[config.mk]
export PLATFORM = sky130hd
export DESIGN_NAME = rep_seq_monitor
export DESIGN_NICKNAME = d
export VERILOG_FILES = /design/src/rtl/rep_seq_monitor_pkg.sv /design/src/rtl/seq_pending_sreg.sv /design/src/rtl/rep_seq_monitor.sv
export SDC_FILE = /design/constraint.sdc
export NUM_CORES = 1
export LEC_CHECK = 0
export CORE_ASPECT_RATIO = 0.5
export CORE_MARGIN = 2
export CORE_UTILIZATION = 25
export DETAILED_ROUTE_END_ITERATION = 12
export DONT_BUFFER_PORTS = 1
export PLACE_DENSITY = 0.52
export SLEW_MARGIN = 10
export SYNTH_ARGS = -nofsm -noshare
export SYNTH_HDL_FRONTEND = slang
export SYNTH_SLANG_ARGS = --single-unit
[constraint.sdc]
create_clock -name clk -period 1.95 [get_ports clk]
set_input_delay 0.39 -clock clk [delete_from_list [all_inputs] [get_ports clk]]
set_output_delay 0.39 -clock clk [all_outputs]
set_load 0.01 [all_outputs]
[src/rtl/rep_seq_monitor_pkg.sv]
// Shared types and constants for the a[*LO:HI] ##DLY b run-time sequence checker.
package rep_seq_monitor_pkg;

  typedef enum logic [1:0] {
    IDLE,
    RUN,
    DONE
  } seq_state_t;

  localparam int OFS_W = 5;
  localparam int CNT_W = 16;
  localparam logic [CNT_W-1:0] CNT_MAX = '1;

  // Saturating increment used by both outcome counters.
  function automatic logic [CNT_W-1:0] sat_inc(input logic [CNT_W-1:0] value, input logic en);
    return (en && value != CNT_MAX) ? value + CNT_W'(1) : value;
  endfunction

endpackage

[src/rtl/seq_pending_sreg.sv]
// Candidate end-point vector: bit j means "a candidate is due j offsets from now".
// New candidates are merged combinationally so DLY == 0 ones are visible in the same cycle.
module seq_pending_sreg #(
  parameter int W   = 5,
  parameter int DLY = 1
) (
  input  logic clk,
  input  logic reset,
  input  logic advance,
  input  logic set_main,
  input  logic set_empty,
  output logic head,
  output logic pending
);

  localparam bit HAS_EMPTY = (DLY > 0);
  localparam int EMPTY_POS = HAS_EMPTY ? DLY - 1 : 0;

  logic [W-1:0] p;
  logic [W-1:0] cand;

  // NOTE: every variable written here gets a default first, so no latch can be inferred.
  always_comb begin
    cand = p;
    if (set_main) cand[DLY] = 1'b1;
    if (set_empty && HAS_EMPTY) cand[EMPTY_POS] = 1'b1;
    head    = cand[0];
    pending = |(cand >> 1);
  end

  // NOTE: state uses non-blocking assignments so every register samples pre-edge values.
  always_ff @(posedge clk) begin
    if (reset) p <= '0;
    else       p <= advance ? (cand >> 1) : '0;
  end

endmodule

[src/rtl/rep_seq_monitor.sv]
// Run-time checker for a[*LO:HI] ##DLY b with registered match/fail/drop pulses
// and saturating outcome counters; one attempt at a time.
module rep_seq_monitor
  import rep_seq_monitor_pkg::*;
#(
  parameter int LO  = 0,
  parameter int HI  = 4,
  parameter int DLY = 1
) (
  input  logic             clk,
  input  logic             reset,
  input  logic             start,
  input  logic             a,
  input  logic             b,
  output logic             busy,
  output logic             match,
  output logic             fail,
  output logic             drop,
  output logic [CNT_W-1:0] match_count,
  output logic [CNT_W-1:0] fail_count
);

  localparam int PW = HI + DLY;

  seq_state_t       state, state_next;
  logic [OFS_W-1:0] ofs, cur_ofs;
  logic             run;
  logic             accept, eval, run_now, set_main, set_empty;
  logic             head, pending, hit, dead, advance;

  seq_pending_sreg #(
    .W  (PW),
    .DLY(DLY)
  ) u_pending (
    .clk      (clk),
    .reset    (reset),
    .advance  (advance),
    .set_main (set_main),
    .set_empty(set_empty),
    .head     (head),
    .pending  (pending)
  );

  // Offset 0 of an accepted start is evaluated in the start cycle itself.
  always_comb begin
    accept    = start && (state != RUN);
    eval      = accept || (state == RUN);
    cur_ofs   = accept ? '0 : ofs;
    run_now   = eval && (accept || run) && a && (cur_ofs < OFS_W'(HI));
    set_main  = run_now && (int'(cur_ofs) + 1 >= LO);
    set_empty = accept && (LO == 0) && (DLY >= 1);
    hit       = eval && head && b;
    dead      = eval && !hit && !run_now && !pending;
    advance   = eval && !hit && !dead;

    state_next = IDLE;
    case (state)
      RUN:     state_next = advance ? RUN : DONE;
      default: if (accept) state_next = advance ? RUN : DONE;
    endcase
  end

  always_ff @(posedge clk) begin
    if (reset) begin
      state       <= IDLE;
      ofs         <= '0;
      run         <= 1'b0;
      match       <= 1'b0;
      fail        <= 1'b0;
      drop        <= 1'b0;
      match_count <= '0;
      fail_count  <= '0;
    end else begin
      state       <= state_next;
      ofs         <= cur_ofs + OFS_W'(1);
      run         <= run_now;
      match       <= hit;
      fail        <= dead;
      drop        <= start && (state == RUN);
      match_count <= sat_inc(match_count, hit);
      fail_count  <= sat_inc(fail_count, dead);
    end
  end

  assign busy = (state == RUN);

endmodule

Word-level counts from Yosys, hierarchy flattened
Index checks and enable logic that the tools add are counted.

Add/subtract/negate cells: 4. Multiply operators: 0. Divide/modulo/power cells: 0. Magnitude comparators: 2. Eq/ne operators: 4. Shift operators: 0. Muxes and demuxes: 6. Bitwise logic cells: 1. Reductions and logical operators: 22.

Operator list (number): $add A16 B1 Y16 const B (2); $ne A16 B16 Y1 const B (2); $logic_and A1 B1 Y1 (14); $add A5 B1 Y6 const B (1); $ge A6 B1 Y1 const B (1); $mux W2 (3); $add A5 B1 Y5 const B (1); $lt A5 B3 Y1 const B (1); $mux W5 (1); $logic_not A1 Y1 (4); $reduce_or A4 Y1 (1); $eq A2 B1 Y1 const B (1); $logic_or A1 B1 Y1 (2); $mux W1 (2); $ne A2 B1 Y1 const B (1); $reduce_or A2 Y1 (1); $not A1 Y1 (1).

Flip-flop bits (word level): 48. Bits in latches: 0. RAM bits: 0. ROM bits: 0. Output and inout port bits: 36. Memories: 0.

Longest topological paths before layout
Depth in word-level cells: 16. Mapped depth: 8. Mapped depth without buffers: 7.

Cells and area by module
Synthesis repeated with hierarchy kept, for this count alone.

Cells, all modules: 248. Area total of the unflattened synthesis: 2159.6 um2.

Modules (own cells, without submodules): rep_seq_monitor (instances 1, cells each 244, area an instance 2117.0 um2); seq_pending_sreg (instances 1, cells each 4, area an instance 42.5 um2).

Least setup slack after synthesis
No wires, ideal clock.

Path type: reg-to-reg. From: register match_count[0]. To: register match_count[14]. Setup time: 0.070 ns. Arrival: 1.904 ns. Slack: -0.024 ns. Stages on the path, launching flop included: 7. Buffers on the path: 1. Cells stage by stage: dfxtp_1 -> ha_1 -> nand3_2 -> or4_1 -> clkbuf_2 -> or4_1 -> a21oi_1.

Word-level cells in the longest chain between the ends: 2. Elaborated cells between the ends (all ways): 3. Classes of those cells: add/sub: 1; eq/ne: 1; reduce/logical: 1.

Ends and longest elaborated chain: start, declared (line rep_seq_monitor.sv:19) `output logic [CNT_W-1:0] match_count,`; start signal, assigned (line rep_seq_monitor.sv:80) `match_count <= sat_inc(match_count, hit);`; parallel branches: the longest is 2 deep, another holds $add A16 B1 Y16.

Several ways; the timed one is not identified. A chain may end at the register's enable or synchronous reset.

Worst setup path after layout
From: register state[1]. To: register fail_count[5].

Elaborated cells between the ends (all ways): 25. Classes of those cells: add/sub: 1; order compare: 2; eq/ne: 2; mux: 3; reduce/logical: 17.

RTL lines: start, declared (line rep_seq_monitor.sv:25) `seq_state_t state, state_next;`; start signal, assigned (line rep_seq_monitor.sv:74) `state <= state_next;`; $eq A2 B1 Y1 *; named net busy (line rep_seq_monitor.sv:15) `output logic busy,`; $logic_or A1 B1 Y1 * (line rep_seq_monitor.sv:47) `eval = accept || (state == RUN);`; $logic_and A1 B1 Y1 (3 in a row) (line rep_seq_monitor.sv:49) `run_now = eval && (accept || run) && a && (cur_ofs < OFS_W'(HI));`; $logic_and A1 B1 Y1 (line rep_seq_monitor.sv:50) `set_main = run_now && (int'(cur_ofs) + 1 >= LO);`; $mux W1 (line seq_pending_sreg.sv:25) `if (set_main) cand[DLY] = 1'b1;`; $reduce_or A4 Y1 (line seq_pending_sreg.sv:28) `pending = |(cand >> 1);`; $logic_not A1 Y1 (line rep_seq_monitor.sv:53) `dead = eval && !hit && !run_now && !pending;`; $logic_and A1 B1 Y1 * (line rep_seq_monitor.sv:53); $logic_and A1 B1 Y1 * (line rep_seq_monitor_pkg.sv:16) `return (en && value != CNT_MAX) ? value + CNT_W'(1) : value;`; end signal, assigned (line rep_seq_monitor.sv:81) `fail_count <= sat_inc(fail_count, dead);`; end, declared (line rep_seq_monitor.sv:20) `output logic [CNT_W-1:0] fail_count`.

Mark *: on every way through the listed nets, which the timed path passes. The rest lies on a longest branch.

==> impl_metrics.toml <==
[place]
post_dp_cell_area_um2 = 2480
place.gp.congestion = 0.7550
portBuffers = 0
hpwl_um = 4008
dp.cells = 381

[setup_path]
crit_cells = 7
required_ns = 2.12
crit_family = "simple AND/OR/NAND/NOR gates"
cpPeakStageDelay_ns = 0.37
path_max_fanout = 8
cp_num_buf_inv = 2
slowest_stage = "mux2_2"
path_class = "flop to flop"
endpoint_kind = "flop"
arrival_ns = 2.06
worst_setup_path_start_kind = "flop"
cp_cell_sequence = "nand2b_4, inv_6, a22oi_1, o22a_2, buf_4, nor4_1, mux2_2"
r2r_cells = 7

[yosys]
synth_flop_cell = "dfxtp_1"
seq_area_frac_synth_pct = 41.68
yosysTopAreaCell = "dfxtp_1"
avgSynthCellArea_um2 = 8.626
synthCells = 245
ys_seq_elements = 44
syn_area_um2 = 2113
async_flop_share_pct = 0
yosysTopAreaCellShare_pct = 41.68
synthTopCellsByArea = "dfxtp_1, a21oi_1, or4_1, nand3_1, o31ai_1"
yosys_warnings = 0
synth_enable_flop_cells = 0
synthesis.nets = 253
ys_types = 45

[detailed_routing]
viasPerCell = 5.104
drt-total-wl_um = 5498
drc = 0
ant_nets = 0
firstDrtPassIters = 4
vias = 2006
drtIter0Drc = 92
wl_per_cell_um = 13.99

[cells_and_area]
multi_input_area_um2 = 1197
finish.utilization_pct = 33.46
antenna_cells = 0
final_cell_mix = "dfxtp_1, buf_4, a21oi_1, nand3_1"
area_growth_pct = 28.48
seqCellArea_um2 = 884.6
layout.cells.non_filler = 393
layout-drive-gt1-share_pct = 25.98
nets = 288
finalInstanceArea_um2 = 2715
final_common_cell = "dfxtp_1"
num-fill-cells = 830

[sta]
rsz0062_at_grt = "yes"
worstMarginPinSlew_ns = 0.4223
finalSetupViolations = 0
maxSlewViolCount = 0
period_needed_ns = 1.890
slew_headroom_pct = 71.45
max_freq_mhz = 529.1
hold_violations = 0
fin_hold_ws_ns = 0.1644
skew_ns = 0.003563
fin_crit_sh_pct = 96.93

[global_route]
grt_util_all_layers_pct = 12.21
grt_pass1_vias = 1966
grt_first_pass_wirelength_um = 9363
antenna_found_initial = 0
grt_overflow = 0
grt_start_max_net_pins = 48

[cts]
cts.sink_count = 44
cts_inserted_buffers = 5
clockRootBuffer = "clkbuf_16"
clock_latency_ns = 0.28
clock_path_buffers = 2
cts_tree = "done"
htreeDepth = 2
clkSlewWorstSetupHoldPaths_ns = 0.06

[run_status]
status = "completed"

[floorplanning]
die_y_um = 69.01
initial_core_util_pct = 26.04
num_rows = 23
die_area_um2 = 9249
die_w_um = 134.0
core-area_um2 = 8115
ioPinCount = 41

[hold_path]
min_path_cells = 1
min_path_type = "input pin to flop"

[power_and_ir_drop]
p_leak_nw = 0.9543
peakVddDrop_v = 0.0004068
finalPower_mw = 1.853
p_per_area_nw_per_um2 = 682.5

[job]
cap_violations = 0
-- worst paths after layout --
path / from / endpoint / slack, ns
worst max register to register: state[1] / fail_count[5] / 0.06
worst min-delay path: reset / match_count[1] / 0.16
worst max-delay path: state[1] / fail_count[5] / 0.06
worst min register to register: ofs[4] / ofs[4] / 0.55
-- worst register-to-register path, delay by kind of cell (launching register included) --
| family | cells | cell delay (ns) |
|---|---|---|
| and+or+nand+nor | 2 | 0.44 |
| AOI/OAI and AO/OA | 2 | 0.41 |
| muxes | 1 | 0.37 |
| DFF | 1 | 0.30 |
| buffers and inverters | 2 | 0.25 |
-- power breakdown --
part / switching, mW / internal (mW)
logic: 0.0491 / 0.0396
clock network: 0.340 / 0.505
registers: 0.00703 / 0.912
total: 0.396 / 1.46
-- metrics by stage --
stage,setup slack [ns],setup TNS (ns)
3_5_place_dp,0.02384,0
6_report,0.05983,0
4_1_cts,0.01416,0
2_1_floorplan,0.005671,0
3_3_place_gp,0.06447,0
5_1_grt,-0.008240,-0.008240
-- cells by family after synthesis --
family / share of synthesized area, %
flops: 41.68
xor+xnor: 1.658
simple gates: 30.20
mux: 4.144
fa+ha+maj: 1.776
buf+inv: 3.434
compound gates: 17.11
-- flip-flops by register name, summed over array words and instances, names as in the netlist --
signal / count
ofs: 5
state: 2
fail: 1
match: 1
match_count: 16
fail_count: 16
run: 1
drop: 1
u_pending.p: 1
-- per-layer routing --
layer | up-vias | GRT usage [%] | wire length (µm)
met1 | 955 | 13.93 | 2379
met3 | 7 | 4.194 | 346
met4 | 0 | 3.509 | 53
met5 | - | 0 | 0
met2 | 43 | 21.71 | 2718
li1 | 1001 | - | -
-- final cells by class --
| cell class | instances | share of cell area [%] |
|---|---|---|
| repair buffers | 40 | 11.80 |
| inverters | 5 | 0.8756 |
| flip-flops and latches | 44 | 32.58 |
| well taps | 112 | 5.161 |
| multi-input cells | 184 | 44.10 |
| clock buffers | 6 | 5.115 |
| clock inverters | 2 | 0.3687 |
-- cells in the mapped netlist (all sizes together), types with 4 or more instances --
master	count
nor3	5
nand2	16
mux2	6
a21oi	21
nor2	16
and3	5
or3	7
o21ai	9
nand3	18
o31ai	11
clkbuf	8
nor2b	7
or4	14
nand4	5
dfxtp	44
inv	5
buf	4
nor4	5
-- repair_timing --
| item | 4_1_cts | 5_1_grt |
|---|---|---|
| gates resized for setup | 1 | 12 |
| buffers inserted | 0 | 4 |
| hold buffers | 0 | 0 |
| pin swaps | 0 | 4 |
| endpoints found under the setup margin | 1 | 17 |
(Power assumes the default switching activity.)
